File: src/rtl/reqrsp_mem_responder_pkg.sv
// Shared types for the reqrsp memory responder: AMO opcodes, the default
// reqrsp request/response structs and the latency-pipeline entry.
package reqrsp_mem_responder_pkg;

    localparam int unsigned PkgAddrWidth = 32;
    localparam int unsigned PkgDataWidth = 32;

    typedef enum logic [3:0] {
        AMONone = 4'h0,
        AMOSwap = 4'h1,
        AMOAdd  = 4'h2,
        AMOAnd  = 4'h3,
        AMOOr   = 4'h4,
        AMOXor  = 4'h5,
        AMOMax  = 4'h6,
        AMOMaxu = 4'h7,
        AMOMin  = 4'h8,
        AMOMinu = 4'h9,
        AMOLR   = 4'hA,
        AMOSC   = 4'hB
    } amo_op_e;

    typedef struct packed {
        logic [PkgAddrWidth-1:0]   addr;
        logic                      write;
        amo_op_e                   amo;
        logic [PkgDataWidth-1:0]   data;
        logic [PkgDataWidth/8-1:0] strb;
    } req_chan_t;

    typedef struct packed {
        logic [PkgDataWidth-1:0] data;
        logic                    error;
    } rsp_chan_t;

    typedef struct packed {
        logic      q_valid;
        req_chan_t q;
        logic      p_ready;
    } req_t;

    typedef struct packed {
        logic      q_ready;
        logic      p_valid;
        rsp_chan_t p;
    } rsp_t;

    typedef struct packed {
        logic valid;
        logic write;
        logic error;
    } pipe_entry_t;

endpackage

File: src/rtl/reqrsp_mem_responder_fifo.sv
// Small synchronous FIFO with optional fall-through: when empty, a pushed
// word is visible on rdata in the same cycle and can be popped directly.
module reqrsp_mem_responder_fifo #(
    parameter bit          FallThrough = 1'b1,
    parameter int unsigned Depth       = 2,
    parameter type         dtype       = logic
) (
    input  logic clk,
    input  logic rst_n,
    input  logic push,
    input  dtype wdata,
    input  logic pop,
    output dtype rdata,
    output logic full,
    output logic empty
);

    localparam int unsigned PtrWidth = (Depth > 1) ? $clog2(Depth) : 1;
    localparam int unsigned CntWidth = $clog2(Depth + 1);

    dtype                mem_q [Depth];
    logic [PtrWidth-1:0] rptr_q, wptr_q;
    logic [CntWidth-1:0] count_q;
    logic                bypass, do_write, do_read;

    assign bypass   = FallThrough && (count_q == '0);
    assign full     = (count_q == CntWidth'(Depth));
    assign empty    = (count_q == '0) && !(FallThrough && push);
    assign rdata    = bypass ? wdata : mem_q[rptr_q];
    // A word that falls through and is popped in the same cycle is never stored.
    assign do_write = push && !full && !(bypass && pop);
    assign do_read  = pop && (count_q != '0);

    always_ff @(posedge clk or negedge rst_n) begin
        if (!rst_n) begin
            rptr_q  <= '0;
            wptr_q  <= '0;
            count_q <= '0;
        end else begin
            if (do_write) begin
                wptr_q <= (wptr_q == PtrWidth'(Depth - 1)) ? '0 : wptr_q + PtrWidth'(1);
            end
            if (do_read) begin
                rptr_q <= (rptr_q == PtrWidth'(Depth - 1)) ? '0 : rptr_q + PtrWidth'(1);
            end
            if (do_write && !do_read) begin
                count_q <= count_q + CntWidth'(1);
            end else if (do_read && !do_write) begin
                count_q <= count_q - CntWidth'(1);
            end
        end
    end

    always_ff @(posedge clk) begin
        if (do_write) begin
            mem_q[wptr_q] <= wdata;
        end
    end

endmodule

File: src/rtl/reqrsp_mem_responder.sv
// Terminating reqrsp responder: turns requests into fixed-latency SRAM
// accesses and returns one in-order response per accepted request.
module reqrsp_mem_responder
    import reqrsp_mem_responder_pkg::*;
#(
    parameter int unsigned AddrWidth  = PkgAddrWidth,
    parameter int unsigned DataWidth  = PkgDataWidth,
    parameter type         req_t      = reqrsp_mem_responder_pkg::req_t,
    parameter type         rsp_t      = reqrsp_mem_responder_pkg::rsp_t,
    parameter type         rsp_chan_t = reqrsp_mem_responder_pkg::rsp_chan_t,
    parameter int unsigned MemLatency = 1,
    parameter int unsigned Depth      = 2
) (
    input  logic                   clk_i,
    input  logic                   rst_ni,
    input  req_t                   reqrsp_req_i,
    output rsp_t                   reqrsp_rsp_o,
    output logic                   mem_req_o,
    input  logic                   mem_gnt_i,
    output logic [AddrWidth-1:0]   mem_addr_o,
    output logic                   mem_we_o,
    output logic [DataWidth-1:0]   mem_wdata_o,
    output logic [DataWidth/8-1:0] mem_be_o,
    input  logic [DataWidth-1:0]   mem_rdata_i
);

    localparam int unsigned CntWidth = $clog2(Depth + 1);

    logic [CntWidth-1:0] cnt_q, cnt_d;
    logic                credit_ok, is_amo, q_ready, q_hs, p_hs;
    pipe_entry_t         pipe_q [MemLatency];
    pipe_entry_t         pipe_in, pipe_out;
    rsp_chan_t           fifo_in, fifo_out;
    logic                fifo_push, fifo_full, fifo_empty;

    assign is_amo    = (reqrsp_req_i.q.amo != AMONone);
    assign credit_ok = (cnt_q < CntWidth'(Depth));
    assign mem_req_o = reqrsp_req_i.q_valid && credit_ok && !is_amo;
    assign q_ready   = reqrsp_req_i.q_valid && credit_ok && (is_amo || mem_gnt_i);
    assign q_hs      = q_ready;
    assign p_hs      = !fifo_empty && reqrsp_req_i.p_ready;

    assign mem_addr_o  = reqrsp_req_i.q.addr;
    assign mem_we_o    = reqrsp_req_i.q.write;
    assign mem_wdata_o = reqrsp_req_i.q.data;
    assign mem_be_o    = reqrsp_req_i.q.write ? reqrsp_req_i.q.strb : '1;

    always_comb begin
        reqrsp_rsp_o         = '0;
        reqrsp_rsp_o.q_ready = q_ready;
        reqrsp_rsp_o.p_valid = !fifo_empty;
        reqrsp_rsp_o.p       = fifo_out;
    end

    always_comb begin
        cnt_d = cnt_q;
        if (q_hs && !p_hs) begin
            cnt_d = cnt_q + CntWidth'(1);
        end else if (p_hs && !q_hs) begin
            cnt_d = cnt_q - CntWidth'(1);
        end
    end

    always_ff @(posedge clk_i or negedge rst_ni) begin
        if (!rst_ni) begin
            cnt_q <= '0;
        end else begin
            cnt_q <= cnt_d;
        end
    end

    always_comb begin
        pipe_in       = '0;
        pipe_in.valid = 1'b1;
        pipe_in.write = reqrsp_req_i.q.write;
        pipe_in.error = is_amo;
    end

    // Stage MemLatency-1 lines up with mem_rdata_i of the same access.
    always_ff @(posedge clk_i or negedge rst_ni) begin
        if (!rst_ni) begin
            for (int unsigned i = 0; i < MemLatency; i++) begin
                pipe_q[i] <= '0;
            end
        end else begin
            pipe_q[0] <= q_hs ? pipe_in : '0;
            for (int unsigned i = 1; i < MemLatency; i++) begin
                pipe_q[i] <= pipe_q[i-1];
            end
        end
    end

    assign pipe_out  = pipe_q[MemLatency-1];
    assign fifo_push = pipe_out.valid;

    always_comb begin
        fifo_in       = '0;
        fifo_in.error = pipe_out.valid && pipe_out.error;
        if (pipe_out.valid && !pipe_out.write && !pipe_out.error) begin
            fifo_in.data = mem_rdata_i;
        end
    end

    reqrsp_mem_responder_fifo #(
        .FallThrough (1'b1),
        .Depth       (Depth),
        .dtype       (rsp_chan_t)
    ) i_rsp_fifo (
        .clk   (clk_i),
        .rst_n (rst_ni),
        .push  (fifo_push),
        .wdata (fifo_in),
        .pop   (p_hs),
        .rdata (fifo_out),
        .full  (fifo_full),
        .empty (fifo_empty)
    );

    assert property (@(posedge clk_i) disable iff (!rst_ni) !(fifo_push && fifo_full));
    assert property (@(posedge clk_i) disable iff (!rst_ni) cnt_q <= CntWidth'(Depth));
    assert property (@(posedge clk_i) disable iff (!rst_ni)
        (reqrsp_req_i.q_valid && !q_ready) |=> (reqrsp_req_i.q_valid && $stable(reqrsp_req_i.q)));

endmodule
File: config.mk
export PLATFORM = sky130hd
export DESIGN_NAME = reqrsp_mem_responder
export DESIGN_NICKNAME = d
export VERILOG_FILES = /design/src/rtl/reqrsp_mem_responder_pkg.sv /design/src/rtl/reqrsp_mem_responder_fifo.sv /design/src/rtl/reqrsp_mem_responder.sv
export SDC_FILE = /design/constraint.sdc
export NUM_CORES = 1
export LEC_CHECK = 0
export BUFFER_PORTS_ARGS = -buffer_cell sky130_fd_sc_hd__buf_4
export CELL_PAD_IN_SITES_DETAIL_PLACEMENT = 1
export CELL_PAD_IN_SITES_GLOBAL_PLACEMENT = 1
export CORE_MARGIN = 5
export CORE_UTILIZATION = 33
export DETAILED_ROUTE_END_ITERATION = 10
export PLACE_DENSITY = 0.88
export SLEW_MARGIN = 30
export SYNTH_ARGS = -nofsm -noshare
export SYNTH_HDL_FRONTEND = slang
export SYNTH_SLANG_ARGS = --single-unit
File: constraint.sdc
create_clock -name clk_i -period 2.7 [get_ports clk_i]
set_input_delay 0.27 -clock clk_i [delete_from_list [all_inputs] [get_ports clk_i]]
set_output_delay 0.27 -clock clk_i [all_outputs]
set_load 0.005 [all_outputs]
==> flow_summary.ini <==
[placement]
postPlaceCellArea_um2 = 4210
hpwlAfterDp_mm = 6.05
io_buffers = 86
finalWeightedCongestion = 0.685

[logic_synthesis]
syn_avg_cell_area_um2 = 12.0
synth_flop_cell = edfxtp_1
synth_compound_area_share_pct = 4.49
synth.distinct_cells = 23
ys_seq_elements = 75
synth-simple-area-share_pct = 12.4
synthCells = 324
ys_warn_count = 0
yosysSeqAreaShare_pct = 56.5
synth_nets = 436
synth_top_area_share_pct = 50.8
synth_edf_count = 66
synthAdderAreaFrac_pct = 0.641
muxShareOfSynthArea_pct = 8.46
yosys-top-cells-area = edfxtp_1 (51%), buf_4 (14%), mux2i_1 (8.5%), dfrtp_1 (5.8%), and2_1 (5.3%)
synth_top_family_by_area = buffers and inverters
synthXorXnorAreaFrac_pct = 1.79
async_flop_share_pct = 12.0
syn_area_um2 = 3900
yosys.area.top_type = edfxtp_1

[finish]
layout.nets = 458
antenna_cells = 0
fin_area_um2 = 4550
area_growth_pct = 16.5
final_layout_size_suffix_gt1_share_pct = 32.5

[routing]
remaining_drc_errors = 0
viasPerCell = 4.83
wl_per_cell_um = 16.3
vias = 2385
ant_nets = 0
firstDrtPassIters = 4
drt_iter0_drc = 95
wl_mm = 8.06

[setup_path]
start_kind = flop
critPathArrivalTime_ns = 1.85
critPathMaxFanout = 20
crit_type = reg2out
required_ns = 2.43
end_kind = output pin

[global_routing]
grt_max_degree = 37
use_met3_pct = 3.96
antenna_found_initial = 0
track_usage_pct = 11.3
grt_pass1_wl_mm = 12.9
grt_util_met1_pct = 13.1
gr-usage-met2_pct = 19.2
gr-total-overflow = 0
grt_pass1_vias = 2570
grt.busiest_layer = met2

[timing]
finClkSkew_ns = 0.00763
hold_viol_final = 0
finalCritPeriodShare_pct = 78.4
slew_headroom_pct = 40.9
finalSetupTns_ns = 0
setup_viol = 0
rsz0062_at_grt = no
drv_slew = 0
fmax_mhz = 472
tightest_slew_ns = 0.877
timing.final.crit_period_ns = 2.12

[die]
die_h_um = 119
io_pins = 215
die_area_um2 = 14100
rows = 39
die_x_um = 119
core_area_um2 = 11500
initial_core_util_pct = 33.9

[power]
max-vdd-ir-drop_uv = 386
p_leak_nw = 1.82
power.density_nw_per_um2 = 1010

[clocking]
cts_root_buffer = clkbuf_16
clk-insertion-delay-late_ns = 0.32
tritoncts = yes
htreeDepth = 3
clock_path_buffers = 2
path_clk_slew_ns = 0.06
cts_buffers = 9
cts_sinks = 75

[worst_hold_path]
min_path_type = in2reg

[run]
cap_violations = 0

[status]
run_status = complete, no violations
[final cells by class]
type	count	area [µm²]
flip-flops and latches	75	2210
multi-input cells	164	1110
inverters	2	7.51
clock inverters	7	100
clock buffers	9	225
fillers	1244	6970
well taps	143	179
repair buffers	94	721
[cell usage in the layout, fill, tap and decap left out, types with 2 or more instances in the layout]
master | synthesis | final
buf_4 | 74 | 92
nor2_4 | 0 | 3
edfxtp_1 | 66 | 66
clkbuf_16 | 0 | 9
ha_1 | 2 | 2
mux2i_1 | 33 | 33
xor2_1 | 4 | 4
xnor2_1 | 4 | 4
clkinv_4 | 0 | 3
inv_1 | 2 | 2
o21ai_0 | 35 | 35
and2_1 | 33 | 33
nand2b_1 | 5 | 5
nor2_1 | 9 | 6
nand2_1 | 2 | 2
nand3_1 | 32 | 32
bufinv_16 | 0 | 2
dfrtp_1 | 9 | 8
[sequential cells by signal, summed over array words and instances (netlist names)]
| name | flops |
|---|---|
| i_rsp_fifo.mem_q | 66 |
| pipe_out | 2 |
| i_rsp_fifo.rptr_q | 1 |
| fifo_push | 1 |
| i_rsp_fifo.count_q | 2 |
| i_rsp_fifo.wptr_q | 1 |
| cnt_q | 2 |
[synthesized netlist by cell type (3+ instances only)]
library cell	count
edfxtp_1	66
xor2_1	4
and2_1	33
clkbuf_2	3
nand3_1	32
xnor2_1	4
dfrtp_1	9
mux2i_1	33
nand2b_1	5
o21ai_0	35
buf_4	74
nor2_1	9
[stage by stage]
stage | total power, W | utilization (%) | hold WS, ns | std cells | worst slack [ns]
after global placement | 0.00331 | 36.6 | 0.0986 | 477 | 0.746
after global routing | 0.00489 | 39.5 | 0.262 | 494 | 0.432
after CTS | 0.00468 | 39.5 | 0.253 | 494 | 0.557
after detailed placement | 0.00341 | 36.6 | 0.0988 | 477 | 0.600
final | 0.00460 | 39.5 | 0.265 | 494 | 0.582
after floorplan | 0.00270 | - | -0.0256 | 324 | 0.191
[metal layers]
metal,up-vias,routed length [µm]
met4,0,145
met3,34,580
li1,1117,-
met1,1145,3260
met5,-,0
met2,89,4070
[where the power goes]
part           leakage, nW  internal (W)  switching, W
Combinational        0.920      0.000806      0.000845
Sequential           0.739       0.00154      0.000161
Clock                0.160      0.000814      0.000432
Total                 1.82       0.00316       0.00144
[worst paths after layout]
path | startpoint | end | slack [ns] | cells past startpoint
max | i_rsp_fifo.rptr_q$_DFFE_PN0P_ | reqrsp_rsp_o[0] | 0.58 | 4
min | reqrsp_req_i[41] | pipe_out[1]$_DFF_PN0_ | 0.27 | 2
max reg2reg | i_rsp_fifo.count_q[1]$_DFFE_PN0P_ | i_rsp_fifo.count_q[1]$_DFFE_PN0P_ | 0.61 | 7
min reg2reg | cnt_q[1]$_DFFE_PN0P_ | cnt_q[1]$_DFFE_PN0P_ | 0.48 | 1
max in group asynchronous | rst_ni | i_rsp_fifo.rptr_q$_DFFE_PN0P_ | 2.24 | 2
min in group asynchronous | rst_ni | pipe_out[0]$_DFF_PN0_ | 0.31 | 2
[kinds of logic (layout without fill, tap and decap cells)]
group	after synthesis	after routing
buf+inv	85	112
xor+xnor	8	8
compound gates	35	35
simple gates	86	86
fa+ha+maj	2	2
mux	33	33
flops	75	75
[timing repair]
action | 4_1_cts | 5_1_grt
resized for setup | 0 | 0
buffers inserted | 0 | 0
hold buffers | 1 | 0
hold endpoints to repair | 9 | 0
[worst max-delay path, stage by stage, from the launching register on]
cell     delay, ns
dfrtp_2       0.65
buf_12        0.26
mux2i_1       0.12
o21ai_0       0.31
buf_4         0.18
Power figures use the tool's default switching activity.
